**config.mk**
```make
export PLATFORM = sky130hd
export DESIGN_NAME = dma_transfer_flat
export DESIGN_NICKNAME = d
export VERILOG_FILES = /design/src/rtl/dma_transfer_if.sv /design/src/rtl/dma_transfer.sv /design/src/flat_wrapper.sv
export SDC_FILE = /design/constraint.sdc
export NUM_CORES = 1
export LEC_CHECK = 0
export ABC_AREA = 1
export BUFFER_PORTS_ARGS = -buffer_cell sky130_fd_sc_hd__buf_4
export CORE_MARGIN = 2
export CORE_UTILIZATION = 64
export CTS_BUF_LIST = sky130_fd_sc_hd__clkbuf_8
export CTS_CLUSTER_DIAMETER = 40
export DETAILED_ROUTE_END_ITERATION = 12
export PLACE_DENSITY = 0.88
export SYNTH_ARGS = -nofsm -noshare
export SYNTH_HDL_FRONTEND = slang
export SYNTH_SLANG_ARGS = --single-unit
```
**constraint.sdc**
```tcl
create_clock -name clk -period 4.55 [get_ports clk]
set_clock_uncertainty 0.2 [all_clocks]
set_input_delay 0.455 -clock clk [delete_from_list [all_inputs] [get_ports clk]]
set_output_delay 0.455 -clock clk [all_outputs]
set_load 0.05 [all_outputs]
```
**src/rtl/dma_transfer_if.sv**
```systemverilog
// I/O-side capture handshake and system-bus write port of the DMA data stage.
// master = DMA data stage, slave = I/O device / handshake checker / bus model.
interface dma_transfer_if #(
    parameter int DATA_W = 8,
    parameter int ADDR_W = 8
);
    logic [DATA_W-1:0] io_data;
    logic              recibir;
    logic              enviar;
    logic              sel;
    logic [ADDR_W-1:0] bus_addr;
    logic [DATA_W-1:0] bus_data;
    logic              bus_we;

    modport master (
        input  io_data, recibir, enviar, sel,
        output bus_addr, bus_data, bus_we
    );

    modport slave (
        output io_data, recibir, enviar, sel,
        input  bus_addr, bus_data, bus_we
    );
endinterface

```
**src/rtl/dma_transfer.sv**
```systemverilog
// DMA data stage: buffers I/O words in a small FIFO and writes them to memory at an
// auto-incrementing address once the bus is granted, pulsing done at the end.
module dma_transfer #(
    parameter int DATA_W = 8,
    parameter int ADDR_W = 8,
    parameter int DEPTH  = 4
) (
    input  logic              clk,
    input  logic              rst_n,
    input  logic              cfg_we,
    input  logic [ADDR_W-1:0] cfg_base,
    input  logic [ADDR_W-1:0] cfg_count,
    dma_transfer_if.master    bus,
    output logic              fifo_full,
    output logic              fifo_empty,
    output logic              busy,
    output logic              done,
    output logic              overflow
);
    localparam int PW = $clog2(DEPTH);

    typedef enum logic [1:0] {IDLE, ARMED, WRITE, DONE} state_t;

    state_t            state_q;
    logic [DATA_W-1:0] mem_q [DEPTH];
    logic [PW-1:0]     wr_ptr_q, rd_ptr_q;
    logic [PW:0]       cnt_q, cnt_d;
    logic              full_q, empty_q, ovf_q;
    logic [ADDR_W-1:0] addr_q, rem_q;
    logic [ADDR_W-1:0] bus_addr_q;
    logic [DATA_W-1:0] bus_data_q;
    logic              bus_we_q, busy_q, done_q;

    logic pop, push, drop, cfg_ok;

    assign pop    = (state_q == ARMED) && bus.enviar && bus.sel && !empty_q;
    // A full FIFO still takes a word when the head leaves on the same edge.
    assign push   = bus.recibir && (!full_q || pop);
    assign drop   = bus.recibir && full_q && !pop;
    assign cfg_ok = (state_q == IDLE) && cfg_we;

    always_comb begin
        cnt_d = cnt_q;
        if (push && !pop)
            cnt_d = cnt_q + (PW+1)'(1);
        else if (pop && !push)
            cnt_d = cnt_q - (PW+1)'(1);
    end

    always_ff @(posedge clk or negedge rst_n) begin
        if (!rst_n) begin
            wr_ptr_q <= '0;
            rd_ptr_q <= '0;
            cnt_q    <= '0;
            full_q   <= 1'b0;
            empty_q  <= 1'b1;
            ovf_q    <= 1'b0;
        end else begin
            if (push) wr_ptr_q <= wr_ptr_q + PW'(1);
            if (pop)  rd_ptr_q <= rd_ptr_q + PW'(1);
            cnt_q   <= cnt_d;
            full_q  <= (cnt_d == (PW+1)'(DEPTH));
            empty_q <= (cnt_d == '0);
            // A drop on the same edge as a new descriptor is still reported.
            if (drop)
                ovf_q <= 1'b1;
            else if (cfg_ok)
                ovf_q <= 1'b0;
        end
    end

    always_ff @(posedge clk) begin
        if (push) mem_q[wr_ptr_q] <= bus.io_data;
    end

    always_ff @(posedge clk or negedge rst_n) begin
        if (!rst_n) begin
            state_q    <= IDLE;
            addr_q     <= '0;
            rem_q      <= '0;
            bus_addr_q <= '0;
            bus_data_q <= '0;
            bus_we_q   <= 1'b0;
            busy_q     <= 1'b0;
            done_q     <= 1'b0;
        end else begin
            bus_we_q <= 1'b0;
            done_q   <= 1'b0;
            case (state_q)
                IDLE: begin
                    if (cfg_we) begin
                        if (cfg_count != '0) begin
                            addr_q  <= cfg_base;
                            rem_q   <= cfg_count;
                            busy_q  <= 1'b1;
                            state_q <= ARMED;
                        end else begin
                            done_q  <= 1'b1;
                            state_q <= DONE;
                        end
                    end
                end
                ARMED: begin
                    if (pop) begin
                        bus_we_q   <= 1'b1;
                        bus_addr_q <= addr_q;
                        bus_data_q <= mem_q[rd_ptr_q];
                        state_q    <= WRITE;
                    end
                end
                WRITE: begin
                    addr_q <= addr_q + ADDR_W'(1);
                    rem_q  <= rem_q - ADDR_W'(1);
                    if (rem_q == ADDR_W'(1)) begin
                        busy_q  <= 1'b0;
                        done_q  <= 1'b1;
                        state_q <= DONE;
                    end else begin
                        state_q <= ARMED;
                    end
                end
                default: state_q <= IDLE;
            endcase
        end
    end

    assign bus.bus_addr = bus_addr_q;
    assign bus.bus_data = bus_data_q;
    assign bus.bus_we   = bus_we_q;
    assign fifo_full    = full_q;
    assign fifo_empty   = empty_q;
    assign overflow     = ovf_q;
    assign busy         = busy_q;
    assign done         = done_q;
endmodule

```
**src/flat_wrapper.sv**
```systemverilog
// flat-port wrapper written by rule: the top's interface ports become plain ports
module dma_transfer_flat 
#(
    parameter int DATA_W = 8,
    parameter int ADDR_W = 8,
    parameter int DEPTH  = 4
)
  (clk, rst_n, cfg_we, cfg_base, cfg_count, fifo_full, fifo_empty, busy, done, overflow, bus_io_data, bus_recibir, bus_enviar, bus_sel, bus_bus_addr, bus_bus_data, bus_bus_we);
  dma_transfer_if #(.DATA_W(DATA_W), .ADDR_W(ADDR_W)) bus_i ();
  input  logic clk;
  input  logic rst_n;
  input  logic cfg_we;
  input  logic [ADDR_W-1:0] cfg_base;
  input  logic [ADDR_W-1:0] cfg_count;
  output logic fifo_full;
  output logic fifo_empty;
  output logic busy;
  output logic done;
  output logic overflow;
  input wire logic [$bits(bus_i.io_data)-1:0] bus_io_data;
  input wire logic [$bits(bus_i.recibir)-1:0] bus_recibir;
  input wire logic [$bits(bus_i.enviar)-1:0] bus_enviar;
  input wire logic [$bits(bus_i.sel)-1:0] bus_sel;
  output wire logic [$bits(bus_i.bus_addr)-1:0] bus_bus_addr;
  output wire logic [$bits(bus_i.bus_data)-1:0] bus_bus_data;
  output wire logic [$bits(bus_i.bus_we)-1:0] bus_bus_we;
  assign bus_i.io_data = bus_io_data;
  assign bus_i.recibir = bus_recibir;
  assign bus_i.enviar = bus_enviar;
  assign bus_i.sel = bus_sel;
  assign bus_bus_addr = bus_i.bus_addr;
  assign bus_bus_data = bus_i.bus_data;
  assign bus_bus_we = bus_i.bus_we;
  dma_transfer #(.DATA_W(DATA_W), .ADDR_W(ADDR_W), .DEPTH(DEPTH)) u_core (.clk(clk), .rst_n(rst_n), .cfg_we(cfg_we), .cfg_base(cfg_base), .cfg_count(cfg_count), .bus(bus_i), .fifo_full(fifo_full), .fifo_empty(fifo_empty), .busy(busy), .done(done), .overflow(overflow));
endmodule
```
==> flow_summary.yaml <==
status:
  status: "finished, final reports clean"
pwr:
  p_total_mw: 3.06
  leakagePower_nw: 1.96
  ir_worst_vdd_mv: 0.392
  p_per_area_nw_per_um2: 707
timing:
  fin_hold_ws_ns: 0.103
  worst_slew_pin_slew_ns: 0.724
  drv_slew: 0
  layout_min_cycle_time_ns: 2.47
  hold_viol_final: 0
  period_share: 0.542
  max_slew_margin: 0.515
  max_freq_ghz: 0.405
  rsz0062_at_grt: "no"
  finalSetupTns_ns: 0
  finalSetupViolCount: 0
synthesis:
  syn_avg_cell_area_um2: 9.40
  synth_top_family_by_area: "simple AND/OR/NAND/NOR gates"
  synth-async-reset-ratio: 0.595
  ys_types: 31
  synthXorXnorAreaFrac: 0.00939
  syn_area_um2: 3730
  synth_compound_area_frac: 0.113
  synth_flop_cell: "dfrtp_1"
  synthDominantCellAreaShare: 0.309
  yosys_warnings: 0
  synth_top_area_cell: "dfrtp_1"
  synthTopCellsByArea: "dfrtp_1 (31%), edfxtp_1 (26%), nor2_1 (7.2%)"
  yosysSeqAreaShare: 0.573
  synthMuxAreaShare: 0
  synth.most_common_cell: "nor2_1"
  syn-num-nets: 436
  ys_ff_latch: 79
  synthAdderAreaFrac: 0.0302
  synth-edff-count: 32
  synth-simple-area-share: 0.211
  syn_inst: 397
  synthTopCellsByCount: "nor2_1 (72), nand2_1 (62), o21ai_0 (47)"
cts:
  clk_latency_ns: 0.35
  clockBufferDepth: 2
  clk_pin_slew_worst_paths_ns: 0.09
  ctsResizeCount: 0
  htreeDepth: 3
  clock-root-buffer: "clkbuf_8"
  post_cts_buffers: 0
  tritoncts: "done"
  cts_sinks: 79
  cts_buffers: 9
placement:
  gp_congestion: 0.845
  hpwl_um: 5730
  port_buffers: 51
detailed_routing:
  drt_pass1_iterations: 6
  drt_iter0_drc: 239
  wl_per_cell_um: 15.7
  routed_wl_um: 8220
  met3_length_um: 662
  antenna_left: 0
  wl_met1_um: 3380
  via_per_inst: 5.68
  wl_met2_um: 4040
  top_layer: "met4"
  via_count: 2976
  drc: 0
die:
  start_util: 0.669
  core_area_um2: 5570
  die_area_um2: 6460
  die_w_um: 80.4
  ios: 52
  rows: 27
  die_height_um: 80.4
grt:
  grt_pass1_wl_um: 13300
  grtUsageTotal: 0.275
  antenna_found_initial: 0
  grt-ovfl-total: 0
  grt_max_degree: 48
  grt_pass1_vias: 2812
hold_path:
  min_to: "u_core.mem_q[2][5]"
  min_from: "bus_io_data[5]"
  hold_depth: 1
  hold_path_class: "in2reg"
critical_path:
  worst_setup_path_end_kind: "flop"
  start_kind: "flop"
  cp_max_fo: 21
  critical-path-top-delay-family: "simple AND/OR/NAND/NOR gates"
  path_class: "reg2reg"
  reg2reg_from: "u_core.state_q[0]"
  path_cells: "inv_2, nor2_4, nand2_2, clkinv_4, o21ai_4, nor2_1"
  r2r_end: "u_core.mem_q[1][0]"
  crit_slowest_cell: "nor2_1"
  worstPathArrival_ns: 2.26
  worst-r2r-cell-count: 6
  crit_required_ns: 4.34
  max_stage_delay_ns: 0.57
  path_buf_inv: 2
  r2r_setup_slack_ns: 2.08
job:
  drv_cap: 0
finish:
  num_antenna_cells: 0
  fin_nets: 486
  areaGrowthSynthToFinish_pct: 16.2
  drive_above_1_share: 0.201
[metal layers]
metal,global-route usage,vias to the layer above
met5,0,-
met4,0.108,0
met3,0.0472,14
met2,0.447,155
met1,0.371,1392
li1,-,1415
[cell families (layout without fill, tap and decap cells)]
| family | Yosys count | in the layout |
|---|---|---|
| XOR/XNOR | 4 | 4 |
| adder cells (fa/ha/maj) | 9 | 9 |
| AO/OA/AOI/OAI | 69 | 69 |
| AND/OR/NAND/NOR | 183 | 183 |
| buffers and inverters | 53 | 108 |
| flip-flops | 79 | 79 |
[metrics by stage]
| step | std cells | cell area, um^2 | utilization | setup WS (ns) |
|---|---|---|---|---|
| floorplan | 397 | 3730 | - | 2.59 |
| CTS | 524 | 4330 | 0.778 | 2.11 |
| finish | 524 | 4330 | 0.778 | 2.08 |
| global route | 524 | 4330 | 0.778 | 1.96 |
| global placement | 507 | 4120 | 0.740 | 2.11 |
| detailed placement | 507 | 4120 | 0.740 | 1.98 |
[flip-flops by register name, indices dropped and copies added (netlist names)]
register / count
u_core.cnt_q: 3
u_core.wr_ptr_q: 2
u_core.addr_q: 8
u_core.overflow: 1
u_core.bus.bus_addr: 8
u_core.state_q: 2
u_core.rd_ptr_q: 2
u_core.busy: 1
u_core.bus.bus_we: 1
u_core.bus.bus_data: 8
u_core.fifo_empty: 1
u_core.done: 1
u_core.fifo_full: 1
u_core.mem_q: 32
u_core.rem_q: 8
[worst max path at each step]
stage	to	slack (ns)	startpoint	cells after the start
floorplan	u_core.mem_q[0][0]	2.59	bus_sel	7
global placement	u_core.mem_q[1][6]	2.11	bus_sel	7
detailed placement	u_core.mem_q[1][4]	1.98	bus_sel	7
CTS	u_core.mem_q[1][0]	2.11	u_core.state_q[0]	6
global route	u_core.mem_q[1][0]	1.96	u_core.state_q[0]	6
finish	u_core.mem_q[1][0]	2.08	u_core.state_q[0]	6
[power breakdown]
| part | total [mW] | switching (mW) | internal (mW) | leakage, nW |
|---|---|---|---|---|
| sequential | 1.20 | 0.201 | 0.996 | 0.859 |
| clock | 0.533 | 0.274 | 0.259 | 0.101 |
| combinational | 1.33 | 0.917 | 0.416 | 1.00 |
[cells in the final DEF (no fill, tap or decap)]
cell type      instances
ha_1                   9
a31oi_2                7
inv_1                 36
dfstp_2                1
o21ai_1                2
o21ai_4                1
inv_2                  3
clkbuf_8               9
or2_2                  3
o31ai_1                1
nand3_1               31
dlygate4sd3_1          1
edfxtp_1              32
clkinvlp_4             1
a21oi_1                6
xnor2_1                1
o21ai_0               47
nand2_2                1
clkinv_2               1
a21o_1                 2
xor2_1                 3
inv_6                  3
a31oi_1                2
dfrtp_1               46
bufinv_16              1
buf_4                 51
a31o_2                 1
nor2_2                 2
nor2_1                72
nand4_1                7
clkinv_4               2
nor3_1                 1
nand3_2                3
nand2_1               62
nor2_4                 1
[what timing repair did]
item / CTS / global route
hold buffers: 1 / 0
hold endpoints to repair: 46 / 0
endpoints found under the setup margin: 0 / 0
[area by class of cell]
class / count / area, um^2
flip-flops and latches: 79 / 2140
multi-input cells: 265 / 1360
fillers: 374 / 1240
repair buffers: 52 / 393
inverters: 40 / 155
clock buffers: 9 / 124
well taps: 72 / 90.1
clock inverters: 7 / 77.6
Note: power is estimated with default switching activity, not from simulation.
